**src/rtl/pipe_pkg.sv**
```systemverilog
// Shared pipeline types for the ID/EX slice: widths, the packed control bundle
// and the all-zero bubble constant.
package pipe_pkg;

    localparam int DATA_W   = 32;
    localparam int REG_W    = 5;
    localparam int ALU_OP_W = 3;

    typedef struct packed {
        logic                reg_write;
        logic                mem_to_reg;
        logic                mem_read;
        logic                mem_write;
        logic                alu_src;
        logic                reg_dst;
        logic                branch;
        logic [ALU_OP_W-1:0] alu_op;
    } ctrl_t;

    localparam ctrl_t CTRL_BUBBLE = '0;

endpackage

```
**src/rtl/id_ex_stage_hazard_detect.sv**
```systemverilog
// Load-use hazard equation: a load in EX whose destination rt is read by the
// instruction currently in ID. $0 never creates a dependency.
module hazard_detect
    import pipe_pkg::*;
(
    input  logic             i_ex_mem_read,
    input  logic [REG_W-1:0] i_ex_rt,
    input  logic [REG_W-1:0] i_id_rs,
    input  logic [REG_W-1:0] i_id_rt,
    output logic             o_hz
);

    // rt is compared even for I-type consumers; the extra stall is harmless.
    assign o_hz = i_ex_mem_read && (i_ex_rt != '0) &&
                  ((i_ex_rt == i_id_rs) || (i_ex_rt == i_id_rt));

endmodule

```
**src/rtl/id_ex_stage.sv**
```systemverilog
// ID/EX pipeline register with load-use interlock: stalls PC and IF/ID, injects
// bubbles for STALL_CYCLES edges per hazard, and squashes on a branch flush.
module id_ex_stage
    import pipe_pkg::*;
#(
    parameter int DATA_W       = pipe_pkg::DATA_W,
    parameter int STALL_CYCLES = 1
) (
    input  logic                clk_i,
    input  logic                rst_i,
    input  logic [REG_W-1:0]    id_rs_i,
    input  logic [REG_W-1:0]    id_rt_i,
    input  logic [REG_W-1:0]    id_rd_i,
    input  logic [DATA_W-1:0]   id_rs_data_i,
    input  logic [DATA_W-1:0]   id_rt_data_i,
    input  logic [DATA_W-1:0]   id_imm_i,
    input  logic [DATA_W-1:0]   id_pc4_i,
    input  logic                id_reg_write_i,
    input  logic                id_mem_to_reg_i,
    input  logic                id_mem_read_i,
    input  logic                id_mem_write_i,
    input  logic                id_alu_src_i,
    input  logic                id_reg_dst_i,
    input  logic                id_branch_i,
    input  logic [ALU_OP_W-1:0] id_alu_op_i,
    input  logic                flush_i,
    output logic                stall_o,
    output logic [REG_W-1:0]    ex_rs_o,
    output logic [REG_W-1:0]    ex_rt_o,
    output logic [REG_W-1:0]    ex_rd_o,
    output logic [DATA_W-1:0]   ex_rs_data_o,
    output logic [DATA_W-1:0]   ex_rt_data_o,
    output logic [DATA_W-1:0]   ex_imm_o,
    output logic [DATA_W-1:0]   ex_pc4_o,
    output logic                ex_reg_write_o,
    output logic                ex_mem_to_reg_o,
    output logic                ex_mem_read_o,
    output logic                ex_mem_write_o,
    output logic                ex_alu_src_o,
    output logic                ex_reg_dst_o,
    output logic                ex_branch_o,
    output logic [ALU_OP_W-1:0] ex_alu_op_o
);

    localparam logic [0:0] ST_RUN   = 1'b0;
    localparam logic [0:0] ST_STALL = 1'b1;

    logic [0:0]        r_state;
    logic [1:0]        r_cnt;
    logic [REG_W-1:0]  r_rs, r_rt, r_rd;
    logic [DATA_W-1:0] r_rs_data, r_rt_data, r_imm, r_pc4;
    ctrl_t             r_ctrl;

    ctrl_t w_id_ctrl;
    logic  w_hz;
    logic  w_bubble;

    assign w_id_ctrl = '{reg_write:  id_reg_write_i,
                         mem_to_reg: id_mem_to_reg_i,
                         mem_read:   id_mem_read_i,
                         mem_write:  id_mem_write_i,
                         alu_src:    id_alu_src_i,
                         reg_dst:    id_reg_dst_i,
                         branch:     id_branch_i,
                         alu_op:     id_alu_op_i};

    hazard_detect u_hazard_detect (
        .i_ex_mem_read (r_ctrl.mem_read),
        .i_ex_rt       (r_rt),
        .i_id_rs       (id_rs_i),
        .i_id_rt       (id_rt_i),
        .o_hz          (w_hz)
    );

    // A flushed instruction is discarded, so it never needs to wait.
    assign stall_o  = !flush_i && (((r_state == ST_RUN) && w_hz) || (r_state == ST_STALL));
    assign w_bubble = flush_i || stall_o;

    always_ff @(posedge clk_i or negedge rst_i) begin
        if (!rst_i) begin
            r_state <= ST_RUN;
            r_cnt   <= '0;
        end else if (flush_i) begin
            r_state <= ST_RUN;
            r_cnt   <= '0;
        end else if (r_state == ST_RUN) begin
            if (w_hz && (STALL_CYCLES > 1)) begin
                r_state <= ST_STALL;
                r_cnt   <= 2'(STALL_CYCLES - 1);
            end
        end else begin
            r_cnt <= r_cnt - 2'd1;
            if (r_cnt == 2'd1) begin
                r_state <= ST_RUN;
            end
        end
    end

    // Every edge loads either the whole ID bundle or a complete bubble.
    always_ff @(posedge clk_i or negedge rst_i) begin
        if (!rst_i) begin
            r_rs      <= '0;
            r_rt      <= '0;
            r_rd      <= '0;
            r_rs_data <= '0;
            r_rt_data <= '0;
            r_imm     <= '0;
            r_pc4     <= '0;
            r_ctrl    <= CTRL_BUBBLE;
        end else if (w_bubble) begin
            r_rs      <= '0;
            r_rt      <= '0;
            r_rd      <= '0;
            r_rs_data <= '0;
            r_rt_data <= '0;
            r_imm     <= '0;
            r_pc4     <= '0;
            r_ctrl    <= CTRL_BUBBLE;
        end else begin
            r_rs      <= id_rs_i;
            r_rt      <= id_rt_i;
            r_rd      <= id_rd_i;
            r_rs_data <= id_rs_data_i;
            r_rt_data <= id_rt_data_i;
            r_imm     <= id_imm_i;
            r_pc4     <= id_pc4_i;
            r_ctrl    <= w_id_ctrl;
        end
    end

    assign ex_rs_o         = r_rs;
    assign ex_rt_o         = r_rt;
    assign ex_rd_o         = r_rd;
    assign ex_rs_data_o    = r_rs_data;
    assign ex_rt_data_o    = r_rt_data;
    assign ex_imm_o        = r_imm;
    assign ex_pc4_o        = r_pc4;
    assign ex_reg_write_o  = r_ctrl.reg_write;
    assign ex_mem_to_reg_o = r_ctrl.mem_to_reg;
    assign ex_mem_read_o   = r_ctrl.mem_read;
    assign ex_mem_write_o  = r_ctrl.mem_write;
    assign ex_alu_src_o    = r_ctrl.alu_src;
    assign ex_reg_dst_o    = r_ctrl.reg_dst;
    assign ex_branch_o     = r_ctrl.branch;
    assign ex_alu_op_o     = r_ctrl.alu_op;

endmodule

```
**config.mk**
```make
export PLATFORM = sky130hd
export DESIGN_NAME = id_ex_stage
export DESIGN_NICKNAME = d
export VERILOG_FILES = /design/src/rtl/pipe_pkg.sv /design/src/rtl/id_ex_stage_hazard_detect.sv /design/src/rtl/id_ex_stage.sv
export SDC_FILE = /design/constraint.sdc
export NUM_CORES = 1
export LEC_CHECK = 0
export CORE_MARGIN = 2
export CORE_UTILIZATION = 44
export CTS_BUF_LIST = sky130_fd_sc_hd__clkbuf_8
export DETAILED_ROUTE_END_ITERATION = 10
export PLACE_DENSITY = 0.92
export SLEW_MARGIN = 40
export SYNTH_ARGS = -nofsm -noshare
export SYNTH_HDL_FRONTEND = slang
export SYNTH_SLANG_ARGS = --single-unit
```
**constraint.sdc**
```tcl
create_clock -name clk_i -period 2.7 [get_ports clk_i]
set_clock_uncertainty 0.1 [all_clocks]
set_input_delay 0.27 -clock clk_i [delete_from_list [all_inputs] [get_ports clk_i]]
set_output_delay 0.27 -clock clk_i [all_outputs]
set_load 0.05 [all_outputs]
```
## After elaboration in Yosys (flattened, before gate mapping)

Cells that the tools add are included.

- Equal/unequal tests: 3
- Add/subtract/negate cells: 1
- Reductions and logical operators: 10
- Bitwise gates (word level): 1
- Multiplexer cells: 13

Operators with widths:

| operator | number |
|---|---|
| two-way mux 32 bit | 4 |
| two-way mux 5 bit | 3 |
| == test 5 bit | 2 |
| two-way mux 10 bit | 1 |
| nonzero test 5 bit | 1 |
| logical AND 1 bit | 4 |
| two-way mux 2 bit | 2 |
| logical OR 1 bit | 3 |
| two-way mux 1 bit | 3 |
| == test 2 x 1 -> 1 bit (second input constant) | 1 |
| nonzero test 2 bit | 1 |
| subtractor 2 x 1 -> 2 bit (second input constant) | 1 |
| logical NOT 1 bit | 1 |
| inverter 1 bit | 1 |

- Bits in registers: 156
- Word-level logic and storage cells: 45
- Output and inout port bits: 154
- Input bits: 156

## Logic depth before layout (Yosys ltp)

- Word-level depth: 8
- Gate-level depth with buffers: 6
- Gate-level depth less buffers: 4

## Modules after synthesis

A second synthesis with hierarchy kept.

- Cells, all modules: 352
- Area total of the unflattened synthesis: 5227.5 sq um

By module, submodules not included:

| module | cells an instance | area each (sq um) | sequential area each (sq um) | instances |
|---|---|---|---|---|
| id_ex_stage | 335 | 5102.4 | 3903.7 | 1 |
| hazard_detect | 17 | 125.1 | 0.0 | 1 |

## Worst setup path after synthesis

Ideal clock, no wire load.

- Kind: reg2out
- Start point: reg r_rt[4] (netlist: ex_rt_o[4])
- End point: out stall_o
- Cell stages (with the launch flop): 6
- Required time: 2330 ps
- Arrival time: 1928 ps
- Path slack: 402 ps
- Buffers on the path: 2
- Cell sequence: dfrtp_1 or4_1 o21a_1 buf_6 buf_6 a31o_2

- Word-level cells in the longest chain between the ends: 6
- Elaborated cells on any way between the ends: 9
- Those cells by class: eq/ne (2); reduce/logical (7)

Ends and longest elaborated chain:

| element | line | source |
|---|---|---|
| start: declaration | id_ex_stage.sv:50 | `logic [REG_W-1:0] r_rs, r_rt, r_rd;` |
| start signal: assignment | id_ex_stage.sv:121 | `r_rt <= id_rt_i;` |
| == test 5 bit or nonzero test 5 bit (tied branches) | id_ex_stage_hazard_detect.sv:15, id_ex_stage_hazard_detect.sv:14 |  |
| logical OR 1 bit or logical AND 1 bit (tied branches) | id_ex_stage_hazard_detect.sv:15, id_ex_stage_hazard_detect.sv:14 |  |
| logical AND 1 bit * | id_ex_stage_hazard_detect.sv:14 | `assign o_hz = i_ex_mem_read && (i_ex_rt != '0) &&` |
| logical AND 1 bit * | id_ex_stage.sv:76 | `assign stall_o = !flush_i && (((r_state == ST_RUN) && w_hz) \|\| (r_state == ST_STALL));` |
| logical OR 1 bit * | id_ex_stage.sv:76 |  |
| logical AND 1 bit * | id_ex_stage.sv:76 |  |
| end: declaration | id_ex_stage.sv:27 | `output logic stall_o,` |

Every way passes the cells marked *; elsewhere a longest branch is shown, timed or not.

## Worst setup path in the final report

Same ends and word-level chain as after synthesis.

==> metrics <==
TritonCTS clock tree=yes; CTS Buf Count=17; status=finished, final reports clean; initial antenna violation count=0; peak supply drop=411.8 uV; xor-xnor portion of the synthesized cell area=0.01651; most common cell after layout, fill and taps aside=clkdlybuf4s50_1; DRT Pass-1 Iters=6; Most used DFF post-synth=dfrtp_1; Power Density=approximately 570 nW/um^2; WL/cell=around 17 um; post-synthesis register bit count=~160; Tot GR Track Use=0.2488; clock sinks=156; initial core utilization=0.4460; clk_lat worst skew=0.44 ns; CTS root buffer=clkbuf_8; asr flop ratio synth=1.000; setup TNS=0 ns; Non-Filler Instances=roughly 1.0k; area fraction in compound gates after synthesis=0.1512; Remaining Overflow, GRT=0; Synth Net Count=697; fmax=about 0.39 GHz; Adder-Cell Fraction of Synth Area=0.002144; Final period util=0.9530; Clock Pin Slew Worst Setup and Hold Paths=0.08 ns; Die ar.=14200 sq um; post-placement cell area=approximately 9000 sq um; CP max stage cell=or4_4; Max-cap violations=0; CP Cell Sequence=or4_4 -> o21a_4 -> a31o_2 -> buf_12; Initial DRC Count=roughly 330; final core occ=0.7160; Max transition margin=0.4914; Post-synth EDFFs=0; worst slew pin tran=between 0.7 and 0.8 ns; Slowest Stage Delay on Critical Path=0.59 ns; Max Fanout on Critical Path=14; FILL cells=867; share of cells above drive strength 1=0.06057; HPWL Detailed=11570 um; largest net degree at the start of global routing=~140; antenna cells=0; Longest Clk Path Bufs=2; H-tree Lvls=4; hold crit path type=primary input to flip-flop; CP Class=flip-flop to output port; RSZ-0062 raised after global routing=no; Port Buffers=309; final wirelength=17190 um; Worst Setup Start Kind=flip-flop; Data arrival, critical path=2.20 ns; vias post-DR=about 5k; P_leak=0.004195 uW; Setup crit end kind=output port; register area share after synthesis=0.6690; IO Pins=310; die width=between 100 and 150 um; commonest non-fill, non-tap cells in the layout=307 x clkdlybuf4s50_1, 156 x dfrtp_1, 145 x nand2_1, 143 x a21oi_1, 19 x clkbuf_8; synth-to-layout area growth=60.55%; total core area=13090 sq um; min cycle time layout=2.573 ns; DP Cell Count=984; GP Congestion=0.7797; final setup vio count=0; Syn Inst Count=540; residual DRC count=0; global-route wire length before repair=26940 um; routed via count divided by cell count=roughly 5; hold slack=0.2388 ns; synthesized area per cell=10.81 sq um; post-route cell area=around 9400 sq um; Simple-Gate Fraction of Synth Area=0.1003; Die Span Y=roughly 120 um; Routed Antenna Nets=0; largest family of logic cells by synthesized area=compound AO/OA/AOI/OAI gates; Slew Viols, Final=0; post-synthesis mux area share=0.001715; Rows=42; cell area after synthesis=between 5000 and 6000 sq um; vias in the first global route=around 5.1k; Distinct cells, synth=22; nets=around 990; worst endpoint required time=about 2.3 ns; # Post-CTS Setup Buffers=0; final hold vios=0; Yosys warning count=0
[state kept, by name, indices dropped and copies added (netlist names)]
name / count
ex_alu_op_o: 3
ex_alu_src_o: 1
ex_branch_o: 1
ex_imm_o: 32
ex_mem_read_o: 1
ex_mem_to_reg_o: 1
ex_mem_write_o: 1
ex_pc4_o: 32
ex_rd_o: 5
ex_reg_dst_o: 1
ex_reg_write_o: 1
ex_rs_data_o: 32
ex_rs_o: 5
ex_rt_data_o: 32
ex_rt_o: 5
r_cnt: 2
r_state: 1
[synthesized netlist by cell type, drive strengths merged (2+ instances only)]
master,count,area share
nand3,2,0.0017
xnor2,11,0.017
dfrtp,156,0.67
nor2b,2,0.0021
nor2,3,0.0019
a2111oi,10,0.024
inv,12,0.0077
nand2,145,0.093
clkbuf,16,0.010
buf,34,0.041
a21oi,143,0.12
[cell families after synthesis]
group / after synthesis
compound gates: 156
simple gates: 153
mux: 1
buf+inv: 62
xor+xnor: 11
fa+ha+maj: 1
flops: 156
[stage by stage]
| step | power (uW) | worst slack [ns] |
|---|---|---|
| 2_1_floorplan | 3245 | 0.4020 |
| 3_3_place_gp | 3815 | 0.4578 |
| 3_5_place_dp | 3840 | 0.3957 |
| 4_1_cts | 5339 | 0.005190 |
| 5_1_grt | 5536 | 0.05829 |
| 6_report | 5294 | 0.1269 |
[final timing paths]
path                            slack [ns]                  from  cells past startpoint                          to
worst min register to register        0.43  r_cnt[1]$_DFFE_PN0P_                      2        r_cnt[1]$_DFFE_PN0P_
worst max-delay path                  0.13  ex_rt_o[4]$_DFF_PN0_                      4                     stall_o
max in group asynchronous             1.37                 rst_i                      3      ex_imm_o[10]$_DFF_PN0_
worst max register to register        0.56  ex_rt_o[4]$_DFF_PN0_                      4        ex_rs_o[0]$_DFF_PN0_
min in group asynchronous             0.27                 rst_i                      2       ex_imm_o[7]$_DFF_PN0_
worst min-delay path                  0.24      id_rt_data_i[31]                      3  ex_rt_data_o[31]$_DFF_PN0_
[routing by layer]
| metal | share of wire | wire length, um | global-route usage | vias up |
|---|---|---|---|---|
| met5 | 0 | 0 | 0 | - |
| met4 | 0.031 | 526 | 0.1079 | 0 |
| met3 | 0.090 | 1547 | 0.09052 | 42 |
| met2 | 0.51 | 8764 | 0.4253 | 258 |
| met1 | 0.37 | 6354 | 0.2795 | 2416 |
| li1 | - | - | - | 2350 |
[what timing repair did]
item	in CTS	in global routing
setup endpoints to repair	1	1
hold buffers	1	0
hold endpoints to repair	60	0
gates cloned	2	0
gates resized for setup	0	1
[power breakdown]
| group | internal (uW) | total, uW | switching, uW |
|---|---|---|---|
| Combinational | 496 | 1300 | 804 |
| Clock | 669 | 1500 | 826 |
| Sequential | 2460 | 2500 | 41.3 |
| Total | 3620 | 5290 | 1670 |
[area by class of cell]
cell class | count | area (sq um) | area share
sequential | 156 | 3904 | 0.4167
timing repair buffer | 319 | 3232 | 0.3450
multi-input combinational | 324 | 1630 | 0.1740
clock buffer | 19 | 261.5 | 0.02791
tap | 176 | 220.2 | 0.02350
clock inverter | 12 | 76.32 | 0.008146
inverter | 12 | 45.04 | 0.004808
[critical path: cells and delay by family, from the launching register on]
family / cells / cell delay (ns)
flip-flops: 1 / 0.43
buffers and inverters: 1 / 0.15
AO/OA/AOI/OAI: 2 / 0.59
AND/OR/NAND/NOR: 1 / 0.59
Power figures use the tool's default switching activity.
